--- config.mk ---
export PLATFORM = sky130hd
export DESIGN_NAME = ram_arbiter
export DESIGN_NICKNAME = d
export VERILOG_FILES = /design/src/rtl/ram_arbiter_pkg.sv /design/src/rtl/ram_arbiter_byte_lane_assembler.sv /design/src/rtl/ram_arbiter.sv
export SDC_FILE = /design/constraint.sdc
export NUM_CORES = 1
export LEC_CHECK = 0
export BUFFER_PORTS_ARGS = -buffer_cell sky130_fd_sc_hd__buf_2
export CAP_MARGIN = 40
export CORE_MARGIN = 2
export CORE_UTILIZATION = 54
export DETAILED_ROUTE_END_ITERATION = 10
export GPL_ROUTABILITY_DRIVEN = 0
export PLACE_DENSITY = 0.82
export SETUP_SLACK_MARGIN = 0.4
export SYNTH_ARGS = -nofsm -noshare
export SYNTH_HDL_FRONTEND = slang
export SYNTH_SLANG_ARGS = --single-unit
--- constraint.sdc ---
create_clock -name clk_in -period 3.05 [get_ports clk_in]
set_input_delay 0.4575 -clock clk_in [delete_from_list [all_inputs] [get_ports clk_in]]
set_output_delay 0.4575 -clock clk_in [all_outputs]
set_load 0.02 [all_outputs]
--- src/rtl/ram_arbiter_pkg.sv ---
// Shared constants for the RAM arbiter: FSM state codes, access size codes,
// the I/O window match and a helper that turns a size code into a last byte index.
package ram_arbiter_pkg;

    // FSM state encoding
    localparam logic [1:0] ST_IDLE  = 2'd0;
    localparam logic [1:0] ST_FETCH = 2'd1;
    localparam logic [1:0] ST_LOAD  = 2'd2;
    localparam logic [1:0] ST_STORE = 2'd3;

    // Access size codes carried on ls_size_i
    typedef logic [1:0] size_t;
    localparam size_t SIZE_BYTE = 2'd0;
    localparam size_t SIZE_HALF = 2'd1;
    localparam size_t SIZE_WORD = 2'd2;

    // Byte lane index within a 32-bit word
    typedef logic [1:0] byte_idx_t;

    // Addresses whose bits 17:16 equal this value hit the UART transmit buffer
    localparam logic [1:0] IO_ADDR_MATCH = 2'b11;

    // Index of the final byte of an access (byte count minus one).
    // The unused code 3 is treated as a full word.
    function automatic byte_idx_t lastByteIdx(input size_t size);
        case (size)
            SIZE_BYTE: return 2'd0;
            SIZE_HALF: return 2'd1;
            SIZE_WORD: return 2'd3;
            default:   return 2'd3;
        endcase
    endfunction

endpackage

--- src/rtl/ram_arbiter_byte_lane_assembler.sv ---
// Byte lane steering between the 8-bit RAM and the 32-bit requesters:
// inserts a read byte into its little-endian lane and picks one store byte.
module byte_lane_assembler
    import ram_arbiter_pkg::*;
(
    input  logic [31:0] accWord_i,
    input  logic [7:0]  rdByte_i,
    input  byte_idx_t   rdIdx_i,
    output logic [31:0] accWord_o,
    input  logic [31:0] wrWord_i,
    input  byte_idx_t   wrIdx_i,
    output logic [7:0]  wrByte_o
);

    // Drop the incoming RAM byte into lane rdIdx_i, leaving the other lanes intact
    always_comb begin
        accWord_o = accWord_i;
        case (rdIdx_i)
            2'd0:    accWord_o[7:0]   = rdByte_i;
            2'd1:    accWord_o[15:8]  = rdByte_i;
            2'd2:    accWord_o[23:16] = rdByte_i;
            default: accWord_o[31:24] = rdByte_i;
        endcase
    end

    // Select lane wrIdx_i of the store word for the RAM write bus
    always_comb begin
        case (wrIdx_i)
            2'd0:    wrByte_o = wrWord_i[7:0];
            2'd1:    wrByte_o = wrWord_i[15:8];
            2'd2:    wrByte_o = wrWord_i[23:16];
            default: wrByte_o = wrWord_i[31:24];
        endcase
    end

endmodule

--- src/rtl/ram_arbiter.sv ---
// Arbitrates an instruction fetch port and a load/store port onto a single
// byte-wide synchronous RAM. Loads/stores win over fetches; each access is
// split into 1, 2 or 4 sequential byte transfers.
module ram_arbiter
    import ram_arbiter_pkg::*;
(
    input  logic        clk_in,
    input  logic        rst_in,
    input  logic        rdy_in,

    input  logic        if_req_i,
    input  logic [31:0] if_addr_i,
    input  logic        if_flush_i,
    output logic        if_done_o,
    output logic [31:0] if_data_o,

    input  logic        ls_req_i,
    input  logic        ls_we_i,
    input  logic [31:0] ls_addr_i,
    input  logic [1:0]  ls_size_i,
    input  logic [31:0] ls_wdata_i,
    output logic        ls_done_o,
    output logic [31:0] ls_rdata_o,

    input  logic [7:0]  ram_din_i,
    output logic [7:0]  ram_dout_o,
    output logic [31:0] ram_addr_o,
    output logic        ram_wr_o,

    input  logic        io_buffer_full_i
);

    logic [1:0]  state_q, state_d;
    byte_idx_t   cnt_q, cnt_d;
    byte_idx_t   last_q, last_d;
    logic        first_q, first_d;
    logic [31:0] addr_q, addr_d;
    logic [31:0] wdata_q, wdata_d;
    logic [31:0] rdBuf_q, rdBuf_d;
    logic [31:0] ifData_q, ifData_d;
    logic [31:0] lsData_q, lsData_d;
    logic        ifDone_q, ifDone_d;
    logic        lsDone_q, lsDone_d;

    logic [31:0] asmWord;
    logic [7:0]  storeByte;
    logic        lsGo;
    logic        ifGo;
    logic        ioStall;
    logic        moreToIssue;

    byte_lane_assembler u_lanes (
        .accWord_i (rdBuf_q),
        .rdByte_i  (ram_din_i),
        .rdIdx_i   (cnt_q),
        .accWord_o (asmWord),
        .wrWord_i  (wdata_q),
        .wrIdx_i   (cnt_q),
        .wrByte_o  (storeByte)
    );

    // A requester whose done is currently high has just been served, so its
    // still-raised request must not start a second access. A flush also vetoes
    // starting a fetch.
    assign lsGo    = ls_req_i & ~lsDone_q;
    assign ifGo    = if_req_i & ~ifDone_q & ~if_flush_i;

    // A store byte aimed at the UART window waits while its buffer is full
    assign ioStall = (addr_q[17:16] == IO_ADDR_MATCH) & io_buffer_full_i;

    // During a read the address runs one byte ahead of the captured byte
    assign moreToIssue = ({1'b0, cnt_q} + 3'd2) <= {1'b0, last_q};

    // Next-state logic: grant, byte sequencing, read assembly and completion
    always_comb begin
        state_d  = state_q;
        cnt_d    = cnt_q;
        last_d   = last_q;
        first_d  = first_q;
        addr_d   = addr_q;
        wdata_d  = wdata_q;
        rdBuf_d  = rdBuf_q;
        ifData_d = ifData_q;
        lsData_d = lsData_q;
        ifDone_d = 1'b0;
        lsDone_d = 1'b0;

        case (state_q)
            ST_IDLE: begin
                rdBuf_d = 32'd0;
                cnt_d   = 2'd0;
                if (lsGo) begin
                    state_d = ls_we_i ? ST_STORE : ST_LOAD;
                    addr_d  = ls_addr_i;
                    wdata_d = ls_wdata_i;
                    last_d  = lastByteIdx(ls_size_i);
                    first_d = 1'b1;
                end else if (ifGo) begin
                    state_d = ST_FETCH;
                    addr_d  = if_addr_i;
                    last_d  = 2'd3;
                    first_d = 1'b1;
                end
            end

            ST_FETCH, ST_LOAD: begin
                if ((state_q == ST_FETCH) && if_flush_i) begin
                    state_d = ST_IDLE;
                    cnt_d   = 2'd0;
                end else if (first_q) begin
                    first_d = 1'b0;
                    if (last_q != 2'd0) begin
                        addr_d = addr_q + 32'd1;
                    end
                end else begin
                    rdBuf_d = asmWord;
                    if (cnt_q == last_q) begin
                        state_d = ST_IDLE;
                        cnt_d   = 2'd0;
                        if (state_q == ST_FETCH) begin
                            ifData_d = asmWord;
                            ifDone_d = 1'b1;
                        end else begin
                            lsData_d = asmWord;
                            lsDone_d = 1'b1;
                        end
                    end else begin
                        cnt_d = cnt_q + 2'd1;
                        if (moreToIssue) begin
                            addr_d = addr_q + 32'd1;
                        end
                    end
                end
            end

            default: begin
                if (!ioStall) begin
                    if (cnt_q == last_q) begin
                        state_d  = ST_IDLE;
                        cnt_d    = 2'd0;
                        lsDone_d = 1'b1;
                    end else begin
                        cnt_d  = cnt_q + 2'd1;
                        addr_d = addr_q + 32'd1;
                    end
                end
            end
        endcase
    end

    // State registers; a low rdy_in freezes everything in place
    always_ff @(posedge clk_in or negedge rst_in) begin
        if (!rst_in) begin
            state_q  <= ST_IDLE;
            cnt_q    <= 2'd0;
            last_q   <= 2'd0;
            first_q  <= 1'b0;
            addr_q   <= 32'd0;
            wdata_q  <= 32'd0;
            rdBuf_q  <= 32'd0;
            ifData_q <= 32'd0;
            lsData_q <= 32'd0;
            ifDone_q <= 1'b0;
            lsDone_q <= 1'b0;
        end else if (rdy_in) begin
            state_q  <= state_d;
            cnt_q    <= cnt_d;
            last_q   <= last_d;
            first_q  <= first_d;
            addr_q   <= addr_d;
            wdata_q  <= wdata_d;
            rdBuf_q  <= rdBuf_d;
            ifData_q <= ifData_d;
            lsData_q <= lsData_d;
            ifDone_q <= ifDone_d;
            lsDone_q <= lsDone_d;
        end
    end

    // Done pulses are hidden while paused and reappear when operation resumes
    assign if_done_o  = ifDone_q & rdy_in;
    assign ls_done_o  = lsDone_q & rdy_in;
    assign if_data_o  = ifData_q;
    assign ls_rdata_o = lsData_q;

    assign ram_addr_o = addr_q;
    assign ram_dout_o = (state_q == ST_STORE) ? storeByte : 8'd0;
    assign ram_wr_o   = (state_q == ST_STORE) & ~ioStall & rdy_in;

endmodule
# After elaboration in Yosys (flattened, before gate mapping)
# Index checks and enable logic that the tools add are counted.
# word_totals
wordCells	116
reg_bits	169
output_inout_bits	107
input_bits	114
# op_classes
order_cmp	1
n_reduce_logical	18
bitwise	15
mux	51
n_addsub	3
eq_ne	17
# ops
operator	count
$mux 32	11
$pmux 32 s2	2
$mux 8	5
$add 32x1->32 const B	1
$mux 2	12
$pmux 8 s3	1
$mux 1	15
$ne 3x3->1 const B	5
$pmux 2 s2	3
$reduce_and 4->1	3
$reduce_and 6->1	2
$reduce_and 3->1	3
$and 1x1->1	8
$eq 2x2->1 const B	4
$reduce_and 8->1	1
$not 1->1	7
$eq 2x1->1 const B	3
$logic_not 2->1	3
$ne 3x1->1 const B	2
$reduce_bool 2->1	3
$ne 2x2->1 const B	2
$pmux 1 s2	2
$add 2x2->3 const B	1
$le 3x2->1	1
5 further kinds	5

# Logic depth before layout (Yosys ltp)
# Gate-level depths: netlist of run 1.
# depth
depth_word	7
depth_mapped	10
mapped_depth_nobuf	7

# Modules after synthesis
# A second synthesis of run 1 with hierarchy kept.
# unflattened
cells_unflattened	737
area_unflattened_um2	8473.1
# by_module_without_submodules
module	cells_each	area_per_inst_um2	seq_area_each_um2	n_inst
ram_arbiter	689	7868.8	4229.1	1
byte_lane_assembler	48	604.3	0.0	1

# Least setup slack after synthesis of run 1
# No wires, ideal clock.
# synth_timing
kind	register to register
startpoint	register cnt_q[0]
endpoint	register addr_q[4] (netlist: ram_addr_o[4])
period_less_slack_ns	2.265
stages_incl_launch_ff	9
required_ns	2.924
path_buffers	1
slack_ns	0.785
setup_ns	0.126
arrival_time_ns	2.139
cell_sequence	dfrtp_1 inv_1 ha_1 nand2b_1 a221o_1 a211oi_2 buf_4 nand2_1 a221o_1
# synth_between
elab_chain_cells	4
elab_cells_between_ends	7
cone_classes	add/sub: 1; order compare: 1; eq/ne: 4; reduce/logical: 1
# synth_lines
element	line_no	rtl
from (decl)	ram_arbiter.sv:34	byte_idx_t cnt_q, cnt_d;
from (signal assigned)	ram_arbiter.sv:167	cnt_q <= cnt_d;
$add 2x2->3	ram_arbiter.sv:72	assign moreToIssue = ({1'b0, cnt_q} + 3'd2) <= {1'b0, last_q};
$le 3x2->1	ram_arbiter.sv:72	
$ne 3x3->1 (no line)	n/a	
$reduce_and 8->1 (no line) *	n/a	
to (signal assigned)	ram_arbiter.sv:170	addr_q <= addr_d;
to (decl)	ram_arbiter.sv:37	logic [31:0] addr_q, addr_d;
# Mark *: on every way between the ends. The rest lies on a longest branch, timed or not.
# A chain may end at the register's enable or synchronous reset.

# Final worst setup path of run 1
# layout_timing
startpoint	register cnt_q[0]
endpoint	output port ram_dout_o[5]
# layout_between
elab_chain_cells	3
elab_cells_between_ends	5
cone_classes	eq/ne: 2; mux: 2; reduce/logical: 1
# layout_lines
element	line_no	rtl
$eq 2x2->1, or another cell as far along	ram_arbiter_byte_lane_assembler.sv:28	case (wrIdx_i)
$pmux 8 s3 *	ram_arbiter_byte_lane_assembler.sv:28	
$mux 8 *	ram_arbiter.sv:187	assign ram_dout_o = (state_q == ST_STORE) ? storeByte : 8'd0;
to (decl)	ram_arbiter.sv:26	output logic [7:0] ram_dout_o,
# Marked as above.

==> flow_summary.rst, run 1 <==
.. list-table::
   :header-rows: 1

   * - Metric
     - Value
   * - Number of buffers created by CTS
     - 17
   * - Vias per inst
     - between 5 and 6
   * - Via count of the first global-routing pass
     - 7,076
   * - Syn avg cell area
     - just under 10 um2
   * - Synth Warn #
     - 0
   * - DRT Pass-1 Iters
     - 5
   * - Ratio of total power to cell area
     - approximately 1100 nW/um2
   * - Wire length of the first global-routing pass
     - 36.5 mm
   * - Metal2 WL
     - 11.3 mm
   * - Crit path launch type
     - flip-flop
   * - Width of the die
     - 130 um
   * - Aggregate global-route resource usage
     - 27.4%
   * - Max cap viols
     - 0
   * - Final HPWL from detailed placement
     - approximately 16 mm
   * - Min Clock Period, post-route
     - roughly 2.6 ns
   * - Share of final-layout standard cells stronger than drive strength 1
     - 31.8%
   * - Launch instance of the worst min-delay path
     - ls_wdata_i[11]
   * - Setup repair after global routing missed its margin
     - no
   * - Setup violation total in the final timing report
     - 0
   * - Depth of the CTS H-tree
     - 4
   * - Type of the worst setup path
     - flip-flop to output port
   * - Number of synthesized flops with an enable pin
     - 0
   * - Number of hold-slack violations in the final timing report
     - 0
   * - Worst vdd rail ir drop
     - 0.555 mV
   * - Initial standard-cell utilization of the core
     - 54.7%
   * - Maximum clock skew at final layout
     - 0.00943 ns
   * - Arr. time, crit path
     - 2.15 ns
   * - Remaining DRCs
     - 0
   * - Most frequently used flop master after synthesis
     - sky130_fd_sc_hd__dfrtp_1
   * - Root Driver
     - sky130_fd_sc_hd__clkbuf_16
   * - Reg-to-reg slack, setup
     - about 0.48 ns
   * - Post-synthesis sequential area ratio
     - around half
   * - Top metal layer carrying routed signals
     - met4
   * - Total of flip-flops plus latches after synthesis
     - 169
   * - Crit path capture type
     - output port
   * - Initial antenna violation count
     - 2
   * - Synth area leader
     - sky130_fd_sc_hd__dfrtp_1
   * - Final net count
     - 1,192
   * - Final-layout setup total negative slack
     - 0 ns
   * - Final Total Pwr
     - 11.6 mW
   * - Per-cell routed wire length
     - 17.9 um
   * - Slew Viols, Final
     - 0
   * - Total clock sinks
     - 169
   * - Number of cells on the worst reg-to-reg path
     - 7
   * - Leakage dissipation
     - 5.01 nW
   * - Status
     - complete, no violations
   * - Cells taking the most area after synthesis
     - sky130_fd_sc_hd__dfrtp_1 49%, sky130_fd_sc_hd__nand2_1 4.7%, sky130_fd_sc_hd__mux2_2 4.5%
   * - Class of the tightest hold or removal check
     - input port to flip-flop
   * - Slew at the pin with the worst max-slew slack
     - between 0.6 and 0.7 ns
   * - Vias after detailed routing
     - 7,729
   * - Portion of synthesized cell area occupied by the leading cell type
     - approximately 50%
   * - Final critical-path share of the clock period
     - 85.3%
   * - Final instance count without filler cells
     - 1,297
   * - Placed cell count
     - 1,259
   * - Data required time of the critical path
     - 2.59 ns
   * - Std-Cell Rows
     - between 40 and 50
   * - Relative slew slack
     - 54.8%
   * - Input/output buffers
     - 220
   * - Highest clock frequency the design can meet
     - 384 MHz
   * - Area of the core region
     - approximately 16,000 um2
   * - First-iteration detailed-routing DRC count
     - 766
   * - Distinct cell type count after synthesis
     - 65
   * - Worst-Skew Late Latency
     - around 0.43 ns
   * - Metal-1 WL
     - 9.72 mm
   * - Pin count of the biggest net entering global routing
     - between 60 and 70
   * - Relative area change from synthesis to final layout
     - 22.9%
   * - CTS tree
     - done
   * - Total standard cell area after synthesis
     - between 8000 and 9000 um2
   * - Number of antenna-violating nets in the routed design
     - 0
   * - Number of top-level design ports
     - 221
   * - Last element of the critical path
     - ram_dout_o[5]
   * - End of the worst register-to-register path
     - ram_addr_o[1]
   * - Post-synth net total
     - 997
   * - Crit Path Max Fanout
     - 15
   * - Post-CTS clock slew at the launch and capture registers of the worst setup and hold paths
     - about 0.060 ns
   * - Total Routed Length
     - 23.2 mm
   * - Fraction of registers with async set/reset
     - 100%
   * - Reg-to-Reg Start
     - cnt_q[0]
   * - Gr ovfl total
     - 0
   * - Height of the die
     - around 130 um
   * - Clock Tree Buf Depth
     - 2
   * - Met3 Routed Length
     - approximately 1.5 mm
   * - Synthesized instance count
     - 872
   * - Area of the die
     - 17,000 um2
   * - Critical Path Source
     - cnt_q[0]
## flip-flops by register name, indices dropped and copies added, names as in the netlist
name	flops
first_q	1
rdBuf_q	32
if_data_o	32
ifDone_q	1
ls_rdata_o	32
ram_addr_o	32
lsDone_q	1
last_q	2
cnt_q	2
state_q	2
wdata_q	32
## cell type report
type | instances | area (um2)
fillers | 1233 | 5140
repair buffers | 250 | 1380
diodes | 2 | 5.00
flip-flops and latches | 169 | 4230
inverters | 12 | 45.0
clock buffers | 20 | 457
clock inverters | 11 | 120
multi-input cells | 617 | 4070
well taps | 216 | 270
## critical path, cell delays in order, from the launching register on
cell	delay [ns]
sky130_fd_sc_hd__dfrtp_1	0.41
sky130_fd_sc_hd__inv_2	0.11
sky130_fd_sc_hd__ha_4	0.19
sky130_fd_sc_hd__buf_6	0.17
sky130_fd_sc_hd__a222oi_1	0.39
sky130_fd_sc_hd__o21ai_0	0.12
sky130_fd_sc_hd__and2_1	0.17
sky130_fd_sc_hd__buf_2	0.15
## cells by family after synthesis
family | count (synthesis) | share of synthesized area (%)
compound gates | 235 | 19.5
mux | 70 | 8.64
fa+ha+maj | 11 | 1.60
buf+inv | 86 | 4.22
simple gates | 301 | 16.9
flops | 169 | 49.2
## routing by layer
layer	vias up	track usage [%]
li1	3597	-
met1	3724	37.4
met2	358	44.7
met3	50	4.35
met4	0	9.74
met5	-	0
## Yosys cell counts, types with 3 or more instances
master	number
sky130_fd_sc_hd__nor2b_1	4
sky130_fd_sc_hd__a22o_1	29
sky130_fd_sc_hd__nand2_1	108
sky130_fd_sc_hd__nor4_1	8
sky130_fd_sc_hd__o221ai_1	3
sky130_fd_sc_hd__a21o_1	3
sky130_fd_sc_hd__a21boi_0	3
sky130_fd_sc_hd__clkbuf_1	41
sky130_fd_sc_hd__nor3_1	10
sky130_fd_sc_hd__and3_1	12
sky130_fd_sc_hd__o211ai_1	10
sky130_fd_sc_hd__buf_1	10
sky130_fd_sc_hd__nor4_2	3
sky130_fd_sc_hd__mux2_2	34
sky130_fd_sc_hd__nand4_1	8
sky130_fd_sc_hd__a31oi_1	28
sky130_fd_sc_hd__o31a_1	5
sky130_fd_sc_hd__inv_1	12
sky130_fd_sc_hd__a21oi_1	69
sky130_fd_sc_hd__and2_1	19
sky130_fd_sc_hd__mux2i_1	36
sky130_fd_sc_hd__a41oi_1	6
sky130_fd_sc_hd__a221o_1	4
sky130_fd_sc_hd__o2bb2ai_1	4
sky130_fd_sc_hd__o221a_2	8
sky130_fd_sc_hd__a222oi_1	8
sky130_fd_sc_hd__nor2_1	77
sky130_fd_sc_hd__nor3b_1	3
sky130_fd_sc_hd__ha_1	11
sky130_fd_sc_hd__buf_2	18
sky130_fd_sc_hd__dfrtp_1	169
sky130_fd_sc_hd__and4_1	9
sky130_fd_sc_hd__or3_1	4
sky130_fd_sc_hd__a2111oi_0	4
sky130_fd_sc_hd__o21ai_1	4
sky130_fd_sc_hd__a32o_1	6
sky130_fd_sc_hd__o21ai_0	24
sky130_fd_sc_hd__nand3_1	25
## how the worst min path moves through the flow
stage	slack (ns)	depth (start not counted)	to
detailed placement	0.45	1	ls_rdata_o[17]
CTS	0.25	2	wdata_q[11]
finish	0.26	2	wdata_q[11]
floorplan	0.16	0	cnt_q[0]
global placement	0.45	1	ls_rdata_o[17]
global route	0.25	2	wdata_q[25]
## power by group
group	leakage [nW]	switching, mW	internal (mW)	total, mW
registers	2.14	0.834	3.23	4.06
logic	2.60	3.28	2.17	5.44
clock network	0.278	0.878	1.24	2.12
total	5.01	4.99	6.64	11.6
## what timing repair did
action,CTS,global route
buffers inserted,1,3
endpoints found under the hold margin,10,0
hold buffers,1,0
endpoints found under the setup margin,5,76
gates cloned,0,0
resized for setup,4,8
pin swaps,1,2
## through the flow
stage	instance area [um2]	setup slack (ns)	hold slack, ns	util, %
floorplan	8600	0.785	0.162	-
global placement	9910	0.549	0.446	63.1
detailed placement	9910	0.471	0.447	63.1
CTS	10500	0.398	0.249	66.9
global route	10600	0.373	0.248	67.3
finish	10600	0.447	0.261	67.3
## cells in the final DEF, fill, tap and decap left out, types with 7 or more instances in the layout
cell type	n
sky130_fd_sc_hd__buf_2	219
sky130_fd_sc_hd__dfrtp_1	169
sky130_fd_sc_hd__nand2_1	108
sky130_fd_sc_hd__nor2_1	76
sky130_fd_sc_hd__a21oi_1	69
sky130_fd_sc_hd__mux2i_1	36
sky130_fd_sc_hd__mux2_2	34
sky130_fd_sc_hd__a22o_1	29
sky130_fd_sc_hd__a31oi_1	28
sky130_fd_sc_hd__nand3_1	25
sky130_fd_sc_hd__o21ai_0	24
sky130_fd_sc_hd__buf_4	24
sky130_fd_sc_hd__and2_1	19
sky130_fd_sc_hd__clkbuf_16	17
sky130_fd_sc_hd__and3_1	12
sky130_fd_sc_hd__inv_1	10
sky130_fd_sc_hd__nor3_1	10
sky130_fd_sc_hd__o211ai_1	10
sky130_fd_sc_hd__and4_1	9
sky130_fd_sc_hd__a222oi_1	8
sky130_fd_sc_hd__nand4_1	8
sky130_fd_sc_hd__nor4_1	8
sky130_fd_sc_hd__o221a_2	8
sky130_fd_sc_hd__ha_1	7
(Power assumes the default switching activity.)
==> inputs of run 2 (changes only) <==
- ABC_AREA: unset -> 1
==> run 2 against run 1 <==
- the run now ends with negative hold slack left
- sequential power fell by 4%
- global-route usage decreased by 0.31 points
- critical path depth decreased by 1
- clock skew increased by 0.0036 ns
- count of clock-buffer cells in the layout shrank 1
- worst setup slack improved by 0.13 ns
- maximum frequency grew 5.4%
- final cell count up 18%
- flip-flop and latch count is the same
- via count rose by 5.0%
- sequential share of layout area grew 0.31 points
- design area is 0.78% lower
- highest routed layer unchanged
==> flow_summary.rst, run 2 <==
.. list-table::
   :header-rows: 1

   * - Metric
     - Value
   * - Commonest non-fill, non-tap cell in the layout
     - sky130_fd_sc_hd__nand2_1
   * - Per-cell routed wire length
     - 14.7 um
   * - DRT Pass-1 Iters
     - 7
   * - Final net count
     - 1,419
   * - Post-CTS setup-driven buffer insertion count
     - 0
   * - Arr. time, crit path
     - 2.01 ns
   * - Status
     - complete, but fails checks
   * - Post-synth net total
     - 1,214
   * - Sequential share of power
     - 34.0%
   * - Depth of the CTS H-tree
     - 4
   * - Placed cell count
     - 1,491
   * - Crit path capture type
     - output port
   * - Post-CTS clock slew at the launch and capture registers of the worst setup and hold paths
     - 0.07 ns
   * - Leakage dissipation
     - 5.19 nW
   * - Maximum clock skew at final layout
     - 0.0130 ns
   * - Number of synthesized flops with an enable pin
     - 0
   * - Failing checks
     - negative hold slack
   * - Type of the worst setup path
     - flip-flop to output port
   * - Final-layout setup total negative slack
     - 0 ns
   * - Total of flip-flops plus latches after synthesis
     - 169
   * - Wire length of the first global-routing pass
     - around 36 mm
   * - Synth Warn #
     - 0
   * - Setup repair after global routing missed its margin
     - no
   * - Number of hold-slack violations in the final timing report
     - 3
   * - Class of the tightest hold or removal check
     - input port to asynchronous set/reset pin
   * - Min Clock Period, post-route
     - around 2.5 ns
   * - Combinational power share
     - roughly 46%
   * - Aggregate global-route resource usage
     - 27.1%
   * - Data required time of the critical path
     - 2.59 ns
   * - Gr ovfl total
     - 0
   * - Switching part of the total
     - between 40% and 50%
   * - Highest-delay cell along the critical path
     - sky130_fd_sc_hd__dfrtp_1
   * - Total standard cell area after synthesis
     - 8560 um2
   * - Highest-count cells in the layout ignoring fill and taps
     - 229 x sky130_fd_sc_hd__nand2_1, 219 x sky130_fd_sc_hd__buf_2, 172 x sky130_fd_sc_hd__nor2_1
   * - Clock power frac
     - 20.0%
   * - Number of top-level design ports
     - 221
   * - Commonest cells post-synth
     - 230 x sky130_fd_sc_hd__nand2_1, 172 x sky130_fd_sc_hd__nor2_1, 169 x sky130_fd_sc_hd__dfrtp_1
   * - Portion of synthesized cell area occupied by the leading cell type
     - 49.4%
   * - CP max stage delay
     - 0.40 ns
   * - Vias after detailed routing
     - 8,115
   * - Worst vdd rail ir drop
     - approximately 0.55 mV
   * - Worst-Skew Late Latency
     - 0.44 ns
   * - Pin count of the biggest net entering global routing
     - 65
   * - Via count of the first global-routing pass
     - 7,277
   * - Number of buffers created by CTS
     - 17
   * - Number of antenna-violating nets in the routed design
     - 0
   * - Reported net switching power
     - 5.10 mW
   * - Post-synthesis sequential area ratio
     - between 40% and 50%
   * - Setup violation total in the final timing report
     - 0
   * - CTS tree
     - done
   * - Total clock sinks
     - 169
   * - Crit Path Max Fanout
     - 18
   * - Int Pwr
     - 6.37 mW
   * - Cells taking the most area after synthesis
     - sky130_fd_sc_hd__dfrtp_1 49%, sky130_fd_sc_hd__nand2_1 10%, sky130_fd_sc_hd__o21ai_0 8.0%
   * - Initial antenna violation count
     - 1
   * - Vias per inst
     - 5.32
   * - Total Routed Length
     - 22.5 mm
   * - Relative slew slack
     - 57.0%
   * - Fraction of registers with async set/reset
     - 100%
   * - Final HPWL from detailed placement
     - 15.9 mm
   * - Final WS setup
     - ~0.58 ns
   * - Share of final-layout standard cells stronger than drive strength 1
     - between 20% and 30%
   * - Synth area leader
     - sky130_fd_sc_hd__dfrtp_1
   * - Most frequently used flop master after synthesis
     - sky130_fd_sc_hd__dfrtp_1
   * - First-iteration detailed-routing DRC count
     - 726
   * - Dpl ws
     - 0.753 ns
   * - Remaining DRCs
     - 0
   * - Root Driver
     - sky130_fd_sc_hd__clkbuf_16
   * - Syn avg cell area
     - roughly 8 um2
   * - Input/output buffers
     - 220
   * - Final instance count without filler cells
     - roughly 1,500
   * - Synthesized instance count
     - 1,089
   * - Width of the die
     - 130 um
   * - Relative area change from synthesis to final layout
     - 22.6%
   * - Minimum hold slack
     - -0.00795 ns
   * - Ratio of total power to cell area
     - roughly 1100 nW/um2
   * - Cell with the most instances after synthesis
     - sky130_fd_sc_hd__nand2_1
   * - Slew at the pin with the worst max-slew slack
     - ~0.64 ns
   * - Max cap viols
     - 0
   * - Final Total Pwr
     - 11.5 mW
   * - CP Cell Sequence
     - inv_1, ha_2, buf_4, nand2_1, a31oi_1, buf_2
   * - Final critical-path share of the clock period
     - 81.0%
   * - Crit path launch type
     - flip-flop
   * - Distinct cell type count after synthesis
     - 28
   * - Highest clock frequency the design can meet
     - 405 MHz
   * - Slew Viols, Final
     - 0
   * - Area of the die
     - 16,900 um2
   * - Area of the core region
     - about 16,000 um2
   * - Height of the die
     - 130 um
   * - Initial standard-cell utilization of the core
     - 54.5%
   * - Clock Tree Buf Depth
     - 2
   * - Std-Cell Rows
     - 46
## run 2: area by class of cell
class | count | area, um2
Tap cell | 216 | 270
Clock buffer | 19 | 443
Inverter | 116 | 435
Fill cell | 1301 | 5220
Antenna cell | 1 | 2.50
Sequential cell | 169 | 4230
Multi-Input combinational cell | 753 | 3680
Clock inverter | 13 | 178
Timing Repair Buffer | 237 | 1250
## run 2: final timing paths
| check | from | to | cells past startpoint | slack (ns) |
|---|---|---|---|---|
| max | cnt_q[0] | ram_dout_o[4] | 6 | 0.58 |
| min | rst_in | if_data_o[11] | 1 | -0.008 |
| max reg2reg | state_q[0] | ram_addr_o[12] | 12 | 0.70 |
| min reg2reg | if_data_o[20] | if_data_o[20] | 2 | 0.48 |
| max in group asynchronous | rst_in | ram_addr_o[28] | 2 | 2.26 |
| min in group clk_in | ls_wdata_i[16] | wdata_q[16] | 2 | 0.25 |
## run 2: per-stage QoR
step	cell area, um2	utilization (%)
6_report	10500	66.8
3_5_place_dp	9860	62.8
5_1_grt	10500	66.8
2_1_floorplan	8560	-
3_3_place_gp	9860	62.8
4_1_cts	10500	66.7
## run 2: power groups by stage
stage	Clock, mW	Sequential [mW]	Combinational, mW
final	2.29	3.90	5.28
after floorplan	0	4.42	3.11
after global placement	0	3.88	5.07
after global routing	2.42	4.01	5.93
after CTS	2.31	3.88	5.28
after detailed placement	0	3.92	5.25
## run 2: timing repair
item / 4_1_cts / 5_1_grt
hold buffers: 0 / 0
endpoints found under the setup margin: 0 / 1
gates resized for setup: 0 / 1
## run 2: layer usage
layer	routed length, um	global-route usage (%)	up-vias
met5	0	0	-
met2	10500	42.8	326
met1	9840	37.6	3798
li1	-	-	3951
met4	580	9.55	0
met3	1500	5.29	40
## run 2: worst max-delay path: cells and delay by family, from the launching register on
| family | cells | cell delay, ns |
|---|---|---|
| AOI/OAI and AO/OA | 1 | 0.19 |
| adders and majority gates | 1 | 0.31 |
| and+or+nand+nor | 1 | 0.08 |
| DFF | 1 | 0.40 |
| buffers and inverters | 3 | 0.60 |
## run 2: kinds of logic after synthesis
logic type | synth area share [%]
mux | 4.34
buf+inv | 7.66
xor+xnor | 0.307
fa+ha+maj | 1.61
flops | 49.4
simple gates | 21.4
compound gates | 15.2
==> inputs of run 3 (changes only) <==
- ABC_AREA: 1 -> 0
- CORE_UTILIZATION: 54 -> 48
- PLACE_DENSITY: 0.82 -> 0.77
- clock period: 3.05 -> 2 ns (I/O delays scaled with it)
==> run 3 against run 2 <==
- first-iteration DRC count rose by 37%
- largest cell class is now multi-input gates
- the flow finishes with violations (negative setup slack)
- routed wire length up 50%
- worst setup slack worse by 1.0 ns
- power is 100% higher
- critical path depth up 1
==> flow_summary.rst, run 3 (synthesis results as in run 1) <==
.. list-table::
   :header-rows: 1

   * - Metric
     - Value
   * - Status
     - complete, but fails checks
   * - Failing checks
     - negative setup slack
   * - Met3 Resource Use GR
     - 7.35%
   * - Class of the tightest hold or removal check
     - input port to flip-flop
   * - CTS tree
     - done
   * - Commonest non-fill, non-tap cell in the layout
     - sky130_fd_sc_hd__buf_2
   * - Sequential share of power
     - 27.2%
   * - DRT Pass-1 Iters
     - 6
   * - First-iteration detailed-routing DRC count
     - 997
   * - Final core utilization
     - 79.2%
   * - Number of top-level design ports
     - around 220
   * - Gr ovfl total
     - 0
   * - Number of antenna-violating nets in the routed design
     - 0
   * - Height of the die
     - 138 um
   * - Highest-delay cell along the critical path
     - sky130_fd_sc_hd__a222oi_1
   * - Final HPWL from detailed placement
     - about 18 mm
   * - Pin count of the biggest net entering global routing
     - 56
   * - Placed cell count
     - 1,337
   * - Share of final-layout standard cells stronger than drive strength 1
     - 54.8%
   * - Int Pwr
     - ~13 mW
   * - Crit path launch type
     - flip-flop
   * - Switching part of the total
     - 43.7%
   * - Vias per inst
     - 6.28
   * - Final WS setup
     - -0.434 ns
   * - CP max stage delay
     - 0.43 ns
   * - Std-Cell Rows
     - 48
   * - Met1 Resource Use GR
     - 42.6%
   * - Worst-Skew Late Latency
     - 0.46 ns
   * - Arr. time, crit path
     - 2.13 ns
   * - Remaining DRCs
     - 0
   * - Initial standard-cell utilization of the core
     - between 40% and 50%
   * - Total clock sinks
     - 169
   * - Min Clock Period, post-route
     - approximately 2.4 ns
   * - Clock power frac
     - 14.5%
   * - Crit path capture type
     - output port
   * - Worst vdd rail ir drop
     - 0.971 mV
   * - Number of hold-slack violations in the final timing report
     - 0
   * - Crit Path Max Fanout
     - 5
   * - Category of cells accounting for the largest share of critical-path delay
     - compound AO/OA/AOI/OAI gates
   * - Crit path buffers/inverters
     - 3
   * - Relative slew slack
     - 61.0%
   * - Data required time of the critical path
     - 1.70 ns
   * - FILL cells
     - 979
   * - Max cap viols
     - 0
   * - Clock Tree Buf Depth
     - 2
   * - Area of the core region
     - 17,400 um2
   * - Number of buffers created by CTS
     - 17
   * - Ratio of total power to cell area
     - 1690 nW/um2
   * - Final critical-path share of the clock period
     - 122%
   * - Setup repair after global routing missed its margin
     - yes
   * - Dpl ws
     - -0.175 ns
   * - Final net count
     - 1,339
   * - Post-CTS clock slew at the launch and capture registers of the worst setup and hold paths
     - 0.07 ns
   * - Relative area change from synthesis to final layout
     - 60.4%
   * - Wire length of the first global-routing pass
     - 49.7 mm
   * - Highest clock frequency the design can meet
     - 411 MHz
   * - Type of the worst setup path
     - flip-flop to output port
   * - Input/output buffers
     - 220
   * - Total Routed Length
     - 33.8 mm
   * - Placed Instance Area
     - around 11,000 um2
   * - Per-cell routed wire length
     - 23.2 um
   * - Reported net switching power
     - 10.2 mW
   * - Area of the die
     - 19,000 um2
   * - Slew Viols, Final
     - 0
   * - Post-route cell area
     - 13,800 um2
   * - CP Cell Sequence
     - buf_6, ha_4, buf_6, a222oi_1, o21ai_1, and2_4, buf_6
   * - Worst path most repeated cell
     - sky130_fd_sc_hd__buf_6
   * - Aggregate global-route resource usage
     - 34.8%
   * - Depth of the CTS H-tree
     - 4
   * - Slew at the pin with the worst max-slew slack
     - around 0.59 ns
   * - Width of the die
     - approximately 140 um
   * - Setup violation total in the final timing report
     - ~140
   * - Via count of the first global-routing pass
     - 8,895
   * - Maximum clock skew at final layout
     - 0.0217 ns
   * - Leakage dissipation
     - between 6 and 7 nW
   * - Highest-count cells in the layout ignoring fill and taps
     - 210 x sky130_fd_sc_hd__buf_2, 167 x sky130_fd_sc_hd__dfrtp_1, 103 x sky130_fd_sc_hd__nand2_1
   * - Final instance count without filler cells
     - 1,454
   * - Final-layout setup total negative slack
     - -22.11 ns
   * - Combinational power share
     - about three fifths
   * - Most Used Layer, Global Route
     - met2
   * - Met2 demand-to-capacity share in global routing
     - 57.8%
   * - Initial antenna violation count
     - 3
   * - Vias after detailed routing
     - 9,126
   * - Root Driver
     - sky130_fd_sc_hd__clkbuf_16
-- run 3: changes by cell type in the layout (fill, tap and decap cells not counted), sizes merged, moves of 29 or more --
cell   delta
buf     +156
nand2   -123
o21ai   -109
inv     -101
nor2     -96
mux2i    +36
o22ai    -36
a22o     +29
-- run 3: repair_timing --
action                     4_1_cts  5_1_grt
hold endpoints to repair        49        0
pin swaps                       62       40
setup buffers                   42       16
gates cloned                    21        3
setup endpoints to repair      145      178
hold buffers                     1        0
resized for setup              258       55
-- run 3: path summary, 6_finish.rpt --
check,startpoint,endpoint,slack (ns),cells past startpoint
min in group asynchronous,rst_in,if_data_o[19],0.40,2
max,cnt_q[1],ram_dout_o[3],-0.43,7
min,ls_wdata_i[3],wdata_q[3],0.08,2
min reg2reg,rdBuf_q[23],rdBuf_q[23],0.50,1
max in group asynchronous,rst_in,if_data_o[8],0.91,3
max reg2reg,cnt_q[0],ram_addr_o[29],-0.42,10
-- run 3: area by class of cell --
cell class | count | area, um2 | area share [%]
well taps | 225 | 282 | 2.04
multi-input cells | 617 | 5220 | 37.9
clock inverters | 14 | 150 | 1.09
flip-flops and latches | 169 | 4230 | 30.7
inverters | 12 | 45.0 | 0.326
diodes | 2 | 5.00 | 0.0363
repair buffers | 397 | 3430 | 24.9
clock buffers | 18 | 429 | 3.11
-- run 3: metal layers --
metal | wire, um | vias up
li1 | - | 3887
met3 | 2740 | 139
met1 | 12600 | 4520
met2 | 16800 | 580
met4 | 1630 | 0
met5 | 0 | -
-- run 3: power groups by stage --
stage	logic (mW)	registers, mW	clock network [mW]
after floorplan	5.23	7.08	0
after global placement	9.68	5.95	0
after detailed placement	9.90	6.01	0
after CTS	12.2	6.15	3.35
after global routing	14.3	6.49	3.54
final	13.6	6.34	3.39
-- run 3: stage by stage --
step	hold slack [ns]	total power, mW
2_1_floorplan	0.00441	12.3
3_3_place_gp	0.300	15.6
3_5_place_dp	0.309	15.9
4_1_cts	0.0777	21.7
5_1_grt	0.0832	24.4
6_report	0.0810	23.3
